## src/rtl/lsu_mem_handshake_if.sv

```systemverilog
// Signal bundle between the LSU, the core's execute/memory path and the data memory port.
// slave = the LSU itself, master = whatever drives the core and memory sides.
interface lsu_mem_handshake_if #(
  parameter int ADDRESS    = 32,
  parameter int DATA_WIDTH = 32
);
  localparam int MASK_W = DATA_WIDTH / 8;

  logic                  load;
  logic                  store;
  logic [2:0]            funct3;
  logic [ADDRESS-1:0]    alu_res_in;
  logic [DATA_WIDTH-1:0] store_data_in;
  logic                  stall;
  logic                  done;
  logic [DATA_WIDTH-1:0] load_data_out;
  logic                  err;
  logic                  data_mem_request;
  logic                  data_mem_we_re;
  logic [MASK_W-1:0]     data_mem_mask;
  logic [ADDRESS-1:0]    DM_address_out;
  logic [DATA_WIDTH-1:0] DM_store_data_out;
  logic [DATA_WIDTH-1:0] DM_load_data_in;
  logic                  DM_valid;

  modport slave (
    input  load, store, funct3, alu_res_in, store_data_in, DM_load_data_in, DM_valid,
    output stall, done, load_data_out, err, data_mem_request, data_mem_we_re,
           data_mem_mask, DM_address_out, DM_store_data_out
  );

  modport master (
    output load, store, funct3, alu_res_in, store_data_in, DM_load_data_in, DM_valid,
    input  stall, done, load_data_out, err, data_mem_request, data_mem_we_re,
           data_mem_mask, DM_address_out, DM_store_data_out
  );
endinterface

```

## src/rtl/lsu_mem_handshake.sv

```systemverilog
// Multi-cycle load/store unit: IDLE -> REQ -> RESP handshake with byte lanes, load extension and timeout.
// Define MISALIGN_TRAP_EN to trap misaligned H/W/D accesses instead of force-aligning them.
module lsu_mem_handshake #(
  parameter int ADDRESS        = 32,
  parameter int DATA_WIDTH     = 32,
  parameter int TIMEOUT_CYCLES = 255
) (
  input logic               clk,
  input logic               rst,
  lsu_mem_handshake_if.slave io_bus
);
  localparam int MASK_W = DATA_WIDTH / 8;
  localparam int OFF_W  = $clog2(MASK_W);
  localparam int CNT_W  = $clog2(TIMEOUT_CYCLES + 1);
  localparam bit IS64   = (DATA_WIDTH == 64);

  typedef enum logic [1:0] {IDLE, REQ, RESP} state_t;

  state_t                r_state;
  state_t                w_nextState;
  logic [ADDRESS-1:0]    r_addr;
  logic [2:0]            r_funct3;
  logic [DATA_WIDTH-1:0] r_storeData;
  logic                  r_we;
  logic [CNT_W-1:0]      r_count;
  logic                  r_err;
  logic [DATA_WIDTH-1:0] r_loadData;

  logic                  w_start;
  logic                  w_both;
  logic                  w_legalF3;
  logic                  w_misalign;
  logic                  w_reject;
  logic                  w_timeout;
  logic                  w_stall;
  logic                  w_request;
  logic [1:0]            w_size;
  logic [OFF_W-1:0]      w_off;
  logic [MASK_W-1:0]     w_mask;
  logic [DATA_WIDTH-1:0] w_storeRep;
  logic [DATA_WIDTH-1:0] w_lane;
  logic [DATA_WIDTH-1:0] w_loadExt;

  assign w_start   = rst && (io_bus.load ^ io_bus.store);
  assign w_both    = rst && io_bus.load && io_bus.store;
  assign w_timeout = (r_count == CNT_W'(TIMEOUT_CYCLES - 1));

  always_comb begin
    w_legalF3 = 1'b0;
    if (io_bus.load) begin
      case (io_bus.funct3)
        3'b000, 3'b001, 3'b010, 3'b100, 3'b101: w_legalF3 = 1'b1;
        3'b011, 3'b110:                         w_legalF3 = IS64;
        default:                                w_legalF3 = 1'b0;
      endcase
    end else begin
      case (io_bus.funct3)
        3'b000, 3'b001, 3'b010: w_legalF3 = 1'b1;
        3'b011:                 w_legalF3 = IS64;
        default:                w_legalF3 = 1'b0;
      endcase
    end
  end

`ifdef MISALIGN_TRAP_EN
  logic [OFF_W-1:0] w_inOff;
  assign w_inOff = io_bus.alu_res_in[OFF_W-1:0];

  always_comb begin
    w_misalign = 1'b0;
    case (io_bus.funct3[1:0])
      2'b01:   w_misalign = w_inOff[0];
      2'b10:   w_misalign = |w_inOff[1:0];
      2'b11:   w_misalign = |w_inOff;
      default: w_misalign = 1'b0;
    endcase
  end
`else
  assign w_misalign = 1'b0;
`endif

  assign w_reject = w_both || (w_start && (!w_legalF3 || w_misalign));

  // Offset bits below the access size are dropped, giving natural alignment when not trapped.
  assign w_size = r_funct3[1:0];
  always_comb begin
    w_off = r_addr[OFF_W-1:0];
    case (w_size)
      2'b01:   w_off[0]   = 1'b0;
      2'b10:   w_off[1:0] = 2'b00;
      2'b11:   w_off      = '0;
      default: ;
    endcase
  end

  always_comb begin
    w_mask     = '1;
    w_storeRep = r_storeData;
    case (w_size)
      2'b00: begin
        w_mask     = MASK_W'(1) << w_off;
        w_storeRep = {MASK_W{r_storeData[7:0]}};
      end
      2'b01: begin
        w_mask     = MASK_W'(3) << w_off;
        w_storeRep = {(MASK_W / 2){r_storeData[15:0]}};
      end
      2'b10: begin
        w_mask     = MASK_W'(4'hF) << w_off;
        w_storeRep = {(MASK_W / 4){r_storeData[31:0]}};
      end
      default: ;
    endcase
  end

  assign w_lane = io_bus.DM_load_data_in >> {w_off, 3'b000};

  always_comb begin
    w_loadExt = w_lane;
    case (r_funct3)
      3'b000:  w_loadExt = DATA_WIDTH'($signed(w_lane[7:0]));
      3'b001:  w_loadExt = DATA_WIDTH'($signed(w_lane[15:0]));
      3'b010:  w_loadExt = DATA_WIDTH'($signed(w_lane[31:0]));
      3'b100:  w_loadExt = DATA_WIDTH'(w_lane[7:0]);
      3'b101:  w_loadExt = DATA_WIDTH'(w_lane[15:0]);
      3'b110:  w_loadExt = DATA_WIDTH'(w_lane[31:0]);
      default: w_loadExt = w_lane;
    endcase
  end

  always_ff @(posedge clk) begin
    if (!rst) r_state <= IDLE;
    else      r_state <= w_nextState;
  end

  always_comb begin
    w_nextState = r_state;
    w_stall     = 1'b0;
    w_request   = 1'b0;
    case (r_state)
      IDLE: begin
        w_stall = w_start;
        if (w_reject)     w_nextState = RESP;
        else if (w_start) w_nextState = REQ;
      end
      REQ: begin
        w_stall   = 1'b1;
        w_request = 1'b1;
        if (io_bus.DM_valid || w_timeout) w_nextState = RESP;
      end
      RESP:    w_nextState = IDLE;
      default: w_nextState = IDLE;
    endcase
  end

  // DM_valid is checked before the timeout so a response arriving on the last cycle still succeeds.
  always_ff @(posedge clk) begin
    if (!rst) begin
      r_addr      <= '0;
      r_funct3    <= '0;
      r_storeData <= '0;
      r_we        <= 1'b0;
      r_count     <= '0;
      r_err       <= 1'b0;
      r_loadData  <= '0;
    end else begin
      case (r_state)
        IDLE: begin
          if (w_start || w_reject) begin
            r_addr      <= io_bus.alu_res_in;
            r_funct3    <= io_bus.funct3;
            r_storeData <= io_bus.store_data_in;
            r_we        <= io_bus.store;
            r_count     <= '0;
            r_err       <= w_reject;
            if (w_reject) r_loadData <= '0;
          end
        end
        REQ: begin
          if (io_bus.DM_valid) begin
            r_err <= 1'b0;
            if (!r_we) r_loadData <= w_loadExt;
          end else if (w_timeout) begin
            r_err      <= 1'b1;
            r_loadData <= '0;
          end else begin
            r_count <= r_count + CNT_W'(1);
          end
        end
        default: ;
      endcase
    end
  end

  assign io_bus.stall             = w_stall;
  assign io_bus.done              = (r_state == RESP);
  assign io_bus.err               = (r_state == RESP) && r_err;
  assign io_bus.load_data_out     = r_loadData;
  assign io_bus.data_mem_request  = w_request;
  assign io_bus.data_mem_we_re    = w_request && r_we;
  assign io_bus.data_mem_mask     = w_request ? w_mask : '0;
  assign io_bus.DM_address_out    = w_request ? {r_addr[ADDRESS-1:OFF_W], {OFF_W{1'b0}}} : '0;
  assign io_bus.DM_store_data_out = w_request ? w_storeRep : '0;

endmodule

```

## src/flat_wrapper.sv

```systemverilog
// flat-port wrapper written by rule: the top's interface ports become plain ports
module lsu_mem_handshake_flat 
#(
  parameter int ADDRESS        = 32,
  parameter int DATA_WIDTH     = 32,
  parameter int TIMEOUT_CYCLES = 255
)
  (clk, rst, io_bus_load, io_bus_store, io_bus_funct3, io_bus_alu_res_in, io_bus_store_data_in, io_bus_DM_load_data_in, io_bus_DM_valid, io_bus_stall, io_bus_done, io_bus_load_data_out, io_bus_err, io_bus_data_mem_request, io_bus_data_mem_we_re, io_bus_data_mem_mask, io_bus_DM_address_out, io_bus_DM_store_data_out);
  lsu_mem_handshake_if #(.ADDRESS(ADDRESS), .DATA_WIDTH(DATA_WIDTH)) io_bus_i ();
  input logic clk;
  input logic rst;
  input wire logic [$bits(io_bus_i.load)-1:0] io_bus_load;
  input wire logic [$bits(io_bus_i.store)-1:0] io_bus_store;
  input wire logic [$bits(io_bus_i.funct3)-1:0] io_bus_funct3;
  input wire logic [$bits(io_bus_i.alu_res_in)-1:0] io_bus_alu_res_in;
  input wire logic [$bits(io_bus_i.store_data_in)-1:0] io_bus_store_data_in;
  input wire logic [$bits(io_bus_i.DM_load_data_in)-1:0] io_bus_DM_load_data_in;
  input wire logic [$bits(io_bus_i.DM_valid)-1:0] io_bus_DM_valid;
  output wire logic [$bits(io_bus_i.stall)-1:0] io_bus_stall;
  output wire logic [$bits(io_bus_i.done)-1:0] io_bus_done;
  output wire logic [$bits(io_bus_i.load_data_out)-1:0] io_bus_load_data_out;
  output wire logic [$bits(io_bus_i.err)-1:0] io_bus_err;
  output wire logic [$bits(io_bus_i.data_mem_request)-1:0] io_bus_data_mem_request;
  output wire logic [$bits(io_bus_i.data_mem_we_re)-1:0] io_bus_data_mem_we_re;
  output wire logic [$bits(io_bus_i.data_mem_mask)-1:0] io_bus_data_mem_mask;
  output wire logic [$bits(io_bus_i.DM_address_out)-1:0] io_bus_DM_address_out;
  output wire logic [$bits(io_bus_i.DM_store_data_out)-1:0] io_bus_DM_store_data_out;
  assign io_bus_i.load = io_bus_load;
  assign io_bus_i.store = io_bus_store;
  assign io_bus_i.funct3 = io_bus_funct3;
  assign io_bus_i.alu_res_in = io_bus_alu_res_in;
  assign io_bus_i.store_data_in = io_bus_store_data_in;
  assign io_bus_i.DM_load_data_in = io_bus_DM_load_data_in;
  assign io_bus_i.DM_valid = io_bus_DM_valid;
  assign io_bus_stall = io_bus_i.stall;
  assign io_bus_done = io_bus_i.done;
  assign io_bus_load_data_out = io_bus_i.load_data_out;
  assign io_bus_err = io_bus_i.err;
  assign io_bus_data_mem_request = io_bus_i.data_mem_request;
  assign io_bus_data_mem_we_re = io_bus_i.data_mem_we_re;
  assign io_bus_data_mem_mask = io_bus_i.data_mem_mask;
  assign io_bus_DM_address_out = io_bus_i.DM_address_out;
  assign io_bus_DM_store_data_out = io_bus_i.DM_store_data_out;
  lsu_mem_handshake #(.ADDRESS(ADDRESS), .DATA_WIDTH(DATA_WIDTH), .TIMEOUT_CYCLES(TIMEOUT_CYCLES)) u_core (.clk(clk), .rst(rst), .io_bus(io_bus_i));
endmodule
```

## config.mk

```make
export PLATFORM = sky130hd
export DESIGN_NAME = lsu_mem_handshake_flat
export DESIGN_NICKNAME = d
export VERILOG_FILES = /design/src/rtl/lsu_mem_handshake_if.sv /design/src/rtl/lsu_mem_handshake.sv /design/src/flat_wrapper.sv
export SDC_FILE = /design/constraint.sdc
export NUM_CORES = 1
export LEC_CHECK = 0
export BUFFER_PORTS_ARGS = -buffer_cell sky130_fd_sc_hd__buf_4
export CAP_MARGIN = 20
export CORE_MARGIN = 1
export CORE_UTILIZATION = 50
export CTS_BUF_LIST = sky130_fd_sc_hd__clkbuf_8
export CTS_CLUSTER_DIAMETER = 30
export DETAILED_ROUTE_END_ITERATION = 12
export GPL_TIMING_DRIVEN = 0
export HOLD_SLACK_MARGIN = 0.15
export PLACE_DENSITY = 0.81
export SYNTH_ARGS = -nofsm -noshare
export SYNTH_HDL_FRONTEND = slang
export SYNTH_SLANG_ARGS = --single-unit
```

## constraint.sdc

```tcl
create_clock -name clk -period 5.9 [get_ports clk]
set_input_delay 1.18 -clock clk [delete_from_list [all_inputs] [get_ports clk]]
set_output_delay 1.18 -clock clk [all_outputs]
set_load 0.1 [all_outputs]
```

## Word level (Yosys, flattened, before mapping)

Index checks and enable logic that the tools add are counted.

- Memories: 0
- Bits in read-only memories: 0
- Flip-flop bits (word level): 111
- Memory bits (writable): 0
- Output and inout port bits: 105
- Bits in latches: 0
- Logic and storage cells: 90

- Eq/ne operators: 21
- Shifts and indexed selects: 4
- Divide/modulo/power cells: 0
- Multiply operators: 0
- Reductions and logical operators: 24
- Bitwise logic cells: 1
- Mux-type cells: 31
- $lt $le $gt $ge: 0
- Add/sub/neg operators: 1

Operators by type and width:

| kind | count |
|---|---|
| $mux W32 | 7 |
| $pmux W32 S2 | 2 |
| $pmux W32 S4 | 1 |
| $shr A32 B5 Y32 | 1 |
| $mux W8 | 3 |
| $pmux W8 S2 | 1 |
| $eq A3 B3 Y1 const B | 4 |
| $pmux W4 S3 | 1 |
| $mux W1 | 9 |
| $add A8 B1 Y8 const B | 1 |
| $eq A8 B8 Y1 const B | 1 |
| $eq A2 B2 Y1 const B | 3 |
| $eq A3 B1 Y1 const B | 2 |
| $logic_and A1 B1 Y1 | 6 |
| $logic_not A3 Y1 | 2 |
| $mux W2 | 3 |
| $ne A2 B1 Y1 const B | 3 |
| $reduce_or A3 Y1 | 2 |
| $reduce_and A5 Y1 | 1 |
| $reduce_or A5 Y1 | 1 |
| $eq A2 B1 Y1 const B | 2 |
| $logic_not A2 Y1 | 2 |
| $mux W4 | 1 |
| $ne A2 B2 Y1 const B | 2 |
| 17 further kinds | 21 |

## Logic depth before layout (Yosys ltp)

- Depth in word-level cells: 10
- Mapped depth: 9
- Gate-level depth less buffers: 6

## Least setup slack after synthesis

OpenSTA, ideal clock, no wires.

- Path kind: register to output
- Start point: reg u_core.r_funct3[1]
- End point: out io_bus_DM_store_data_out[31]
- Arrival time: 3.530 ns
- Stages on the path, launching flop included: 9
- Path buffers: 3
- Setup slack: 1.190 ns
- Data required time: 4.720 ns
- Path through: dfxtp_1 > clkbuf_1 > inv_1 > ha_1 > buf_2 > nor2_1 > clkbuf_1 > nand2_1 > a31oi_1

- Cells in the longest elaborated chain, start to end: 3

Ends and longest elaborated chain:

| element | RTL line | source |
|---|---|---|
| start, declared | lsu_mem_handshake.sv:22 | `logic [2:0] r_funct3;` |
| start signal, assigned | lsu_mem_handshake.sv:171 | `r_funct3 <= io_bus.funct3;` |
| $eq A2 B1 Y1 / $logic_not A2 Y1 (equally long branches) | lsu_mem_handshake.sv:99 | `case (w_size)` |
| $pmux W32 S2 (*) | lsu_mem_handshake.sv:99 |  |
| $mux W32 (*) | lsu_mem_handshake.sv:203 | `assign io_bus.DM_store_data_out = w_request ? w_storeRep : '0;` |
| end, declared | flat_wrapper.sv:27 | `output wire logic [$bits(io_bus_i.DM_store_data_out)-1:0] io_bus_DM_store_data_out;` |

Mark *: on every way between the ends. The rest lies on a longest branch, timed or not.

## Worst setup path after layout

- Start point: reg u_core.r_funct3[1]
- End point: out io_bus_DM_store_data_out[27]

Same word-level chain as after synthesis.

==> flow_summary.yaml <==
clock_tree:
  ctsResizeCount: 0
  cts.clk_slew.worst_paths_ns: 0.12
  postCtsSetupBuffers: 0
  h-tree-depth: 3
  cts_root_buffer: "clkbuf_8"
  clock_path_buffers: 2
  cts_tree: "yes"
  holdBufCountCts: 0
  clkSinkCount: 111
  clock_latency_ns: 0.37
  cts_inserted_buffers: 9
worst_setup_path:
  required_ns: 4.72
  crit_start: "u_core.r_funct3[1]$_SDFFE_PN0P_"
  path_max_fanout: 10
  r2r_end: "u_core.io_bus.load_data_out[25]$_SDFFE_PN0P_"
  timing.rr.start: "u_core.r_funct3[1]$_SDFFE_PN0P_"
  worst-r2r-cell-count: 9
  end_kind: "output port"
  critPathArrivalTime_ns: 3.34
  worstSetupPathType: "reg2out"
  r2r_slack_ns: 2.91
  start_kind: "flip-flop"
floorplanning:
  die_area_mm2: 0.01154
  die_y_um: 107.4
  ios: 209
  num_rows: 38
  dieWidth_um: 107.4
  coreArea_mm2: 0.01084
  initial_core_util_pct: 51.27
yosys:
  synth_top_cell_by_area: "dfxtp_1"
  synth_commonest_cells: "194 x nand2_1, 111 x dfxtp_1, 76 x nand3_1"
  synthDistinctLibCells: 60
  netlist_instances: 713
  synth_top_flop_cell: "dfxtp_1"
  netlist_area_mm2: 0.005558
  synth_top_area_share_pct: 39.98
  synth_edf_count: 0
  yosys.cell_count.top_type: "nand2_1"
  synth_top_cells_by_area: "dfxtp_1 40%, nand2_1 13%, nand3_1 6.8%"
  yosys_warnings: 0
  ys_seq_area_share_pct: 39.98
  synth-async-reset-ratio_pct: 0
  synth_seq_cells: 111
  syn_avg_cell_area_um2: 7.795
route:
  drtIter0Drc: 405
  ant_nets: 0
  wl_met2_mm: 7.977
  wl_per_cell_um: 15.86
  vias: 5849
  vias_per_cell: 5.441
  routed.top_layer: "met4"
  dr.pass1.iters: 6
  drt-met1-wl_mm: 6.890
  wl_met3_mm: 1.584
  drt-total-wl_mm: 17.05
  drc: 0
pwr:
  peakVddDrop_uv: 163.6
  power_density_mw_per_mm2: 276.0
  p_leak_nw: 3.552
timing:
  drv_slew: 0
  finalSetupViolations: 0
  setup_tns_ns: 0
  fmax_ghz: 0.2210
  fin_ws_ns: 1.376
  skew_ns: 0.01475
  fin_crit_sh_pct: 76.68
  rsz0062_at_grt: "no"
  relSlewSlack_pct: 51.35
  worst_pin_slew_ns: 0.7236
  hold_viol_final: 0
  period_minus_slack_ns: 4.524
finish:
  postLayoutCellArea_mm2: 0.007455
  final_util_pct: 68.77
  fill_cells: 982
  instances_no_fill: 1075
  area_growth_pct: 34.13
  multi_input_area_mm2: 0.002970
  regArea_mm2: 0.002222
  fin_nets: 1042
  diodes: 0
  drive_gt1_share_pct: 27.38
global_routing:
  overflow: 0
  grt_max_degree: 20
  grtUsageTotal_pct: 29.54
  antenna_found_initial: 0
  grt_pass1_wl_mm: 26.71
  grt_pass1_vias: 5667
place:
  routabilityCongestion: 0.8839
  io_buffers: 205
  dpl_cell_area_mm2: 0.007276
  place_hpwl_mm: 13.01
  place_ws_ns: 1.825
  placed_cells: 1059
min_path:
  whs_path_depth: 2
  worstHoldPathType: "reg2reg"
  hold_end: "u_core.r_addr[13]$_SDFFE_PN0P_"
  hp-start: "u_core.r_addr[13]$_SDFFE_PN0P_"
run:
  cap_violations: 0
status:
  outcome: "completed"
==> metal layers <==
| metal | GRT usage [%] | up-vias |
|---|---|---|
| met5 | 0 | - |
| met4 | 14.38 | 0 |
| met3 | 7.324 | 47 |
| met2 | 49.31 | 272 |
| met1 | 35.42 | 2651 |
| li1 | - | 2879 |
==> logic make-up (layout without fill, tap and decap cells) <==
group	count (synthesis)	in the layout	share of synthesized area, %
simple gates	375	375	32.13
compound gates	112	112	15.26
flops	111	111	39.98
buf+inv	84	305	6.641
mux	19	19	3.647
fa+ha+maj	8	8	1.801
xor+xnor	3	3	0.4728
other cells	1	2	0.06747
==> flip-flops by register name, indices dropped and copies added, names as in the netlist <==
signal / cells
u_core.r_state: 2
u_core.r_funct3: 3
u_core.r_storeData: 32
u_core.r_count: 8
u_core.r_addr: 32
u_core.io_bus.load_data_out: 32
u_core.r_we: 1
u_core.r_err: 1
==> final cells by class <==
cell class	count	area share, %
buffer	57	3.592
clock buffer	9	1.662
clock inverter	7	0.7385
inverter	27	1.360
multi-input combinational	519	39.85
sequential	111	29.81
tap	140	2.350
timing repair buffer	205	20.64
==> power breakdown <==
| group | internal (W) | switching (W) |
|---|---|---|
| Sequential | 0.000821 | 0.0000460 |
| Clock | 0.000160 | 0.000278 |
| Combinational | 0.000220 | 0.000532 |
==> critical path, stage by stage (launching register included) <==
cell and delay, ns:
dfxtp_1 0.41, clkbuf_1 0.52, inv_1 0.18, ha_1 0.23
buf_2 0.19, nor2_1 0.37, clkbuf_1 0.43, nand2_1 0.13
a31oi_1 0.19, buf_4 0.33
==> per-stage QoR <==
| step | hold slack, ns | total power, W |
|---|---|---|
| floorplan | 0.4295 | 0.001419 |
| global placement | 0.4375 | 0.001622 |
| detailed placement | 0.4414 | 0.001631 |
| CTS | 0.4596 | 0.002060 |
| global route | 0.4746 | 0.002150 |
| finish | 0.4559 | 0.002058 |
==> layout by cell type (no fill, tap or decap), types with 12 or more instances in the layout <==
master / n
nor2_1: 19
o221ai_1: 16
mux2i_1: 18
o22ai_1: 16
buf_2: 12
a21oi_1: 18
buf_4: 209
nand3_1: 76
dfxtp_1: 111
inv_1: 27
and3_1: 18
clkbuf_1: 27
nand2_1: 194
and2_1: 41
==> worst max-delay path by stage <==
stage,endpoint,slack [ns],depth (start not counted)
final,io_bus_DM_store_data_out[27],1.38,9
after global placement,io_bus_DM_store_data_out[31],1.81,9
after detailed placement,io_bus_DM_store_data_out[30],1.83,9
after floorplan,io_bus_DM_store_data_out[31],1.19,8
after global routing,io_bus_DM_store_data_out[31],1.16,9
after CTS,io_bus_DM_store_data_out[30],1.39,9
No activity file was read; power rests on OpenSTA's default activity.
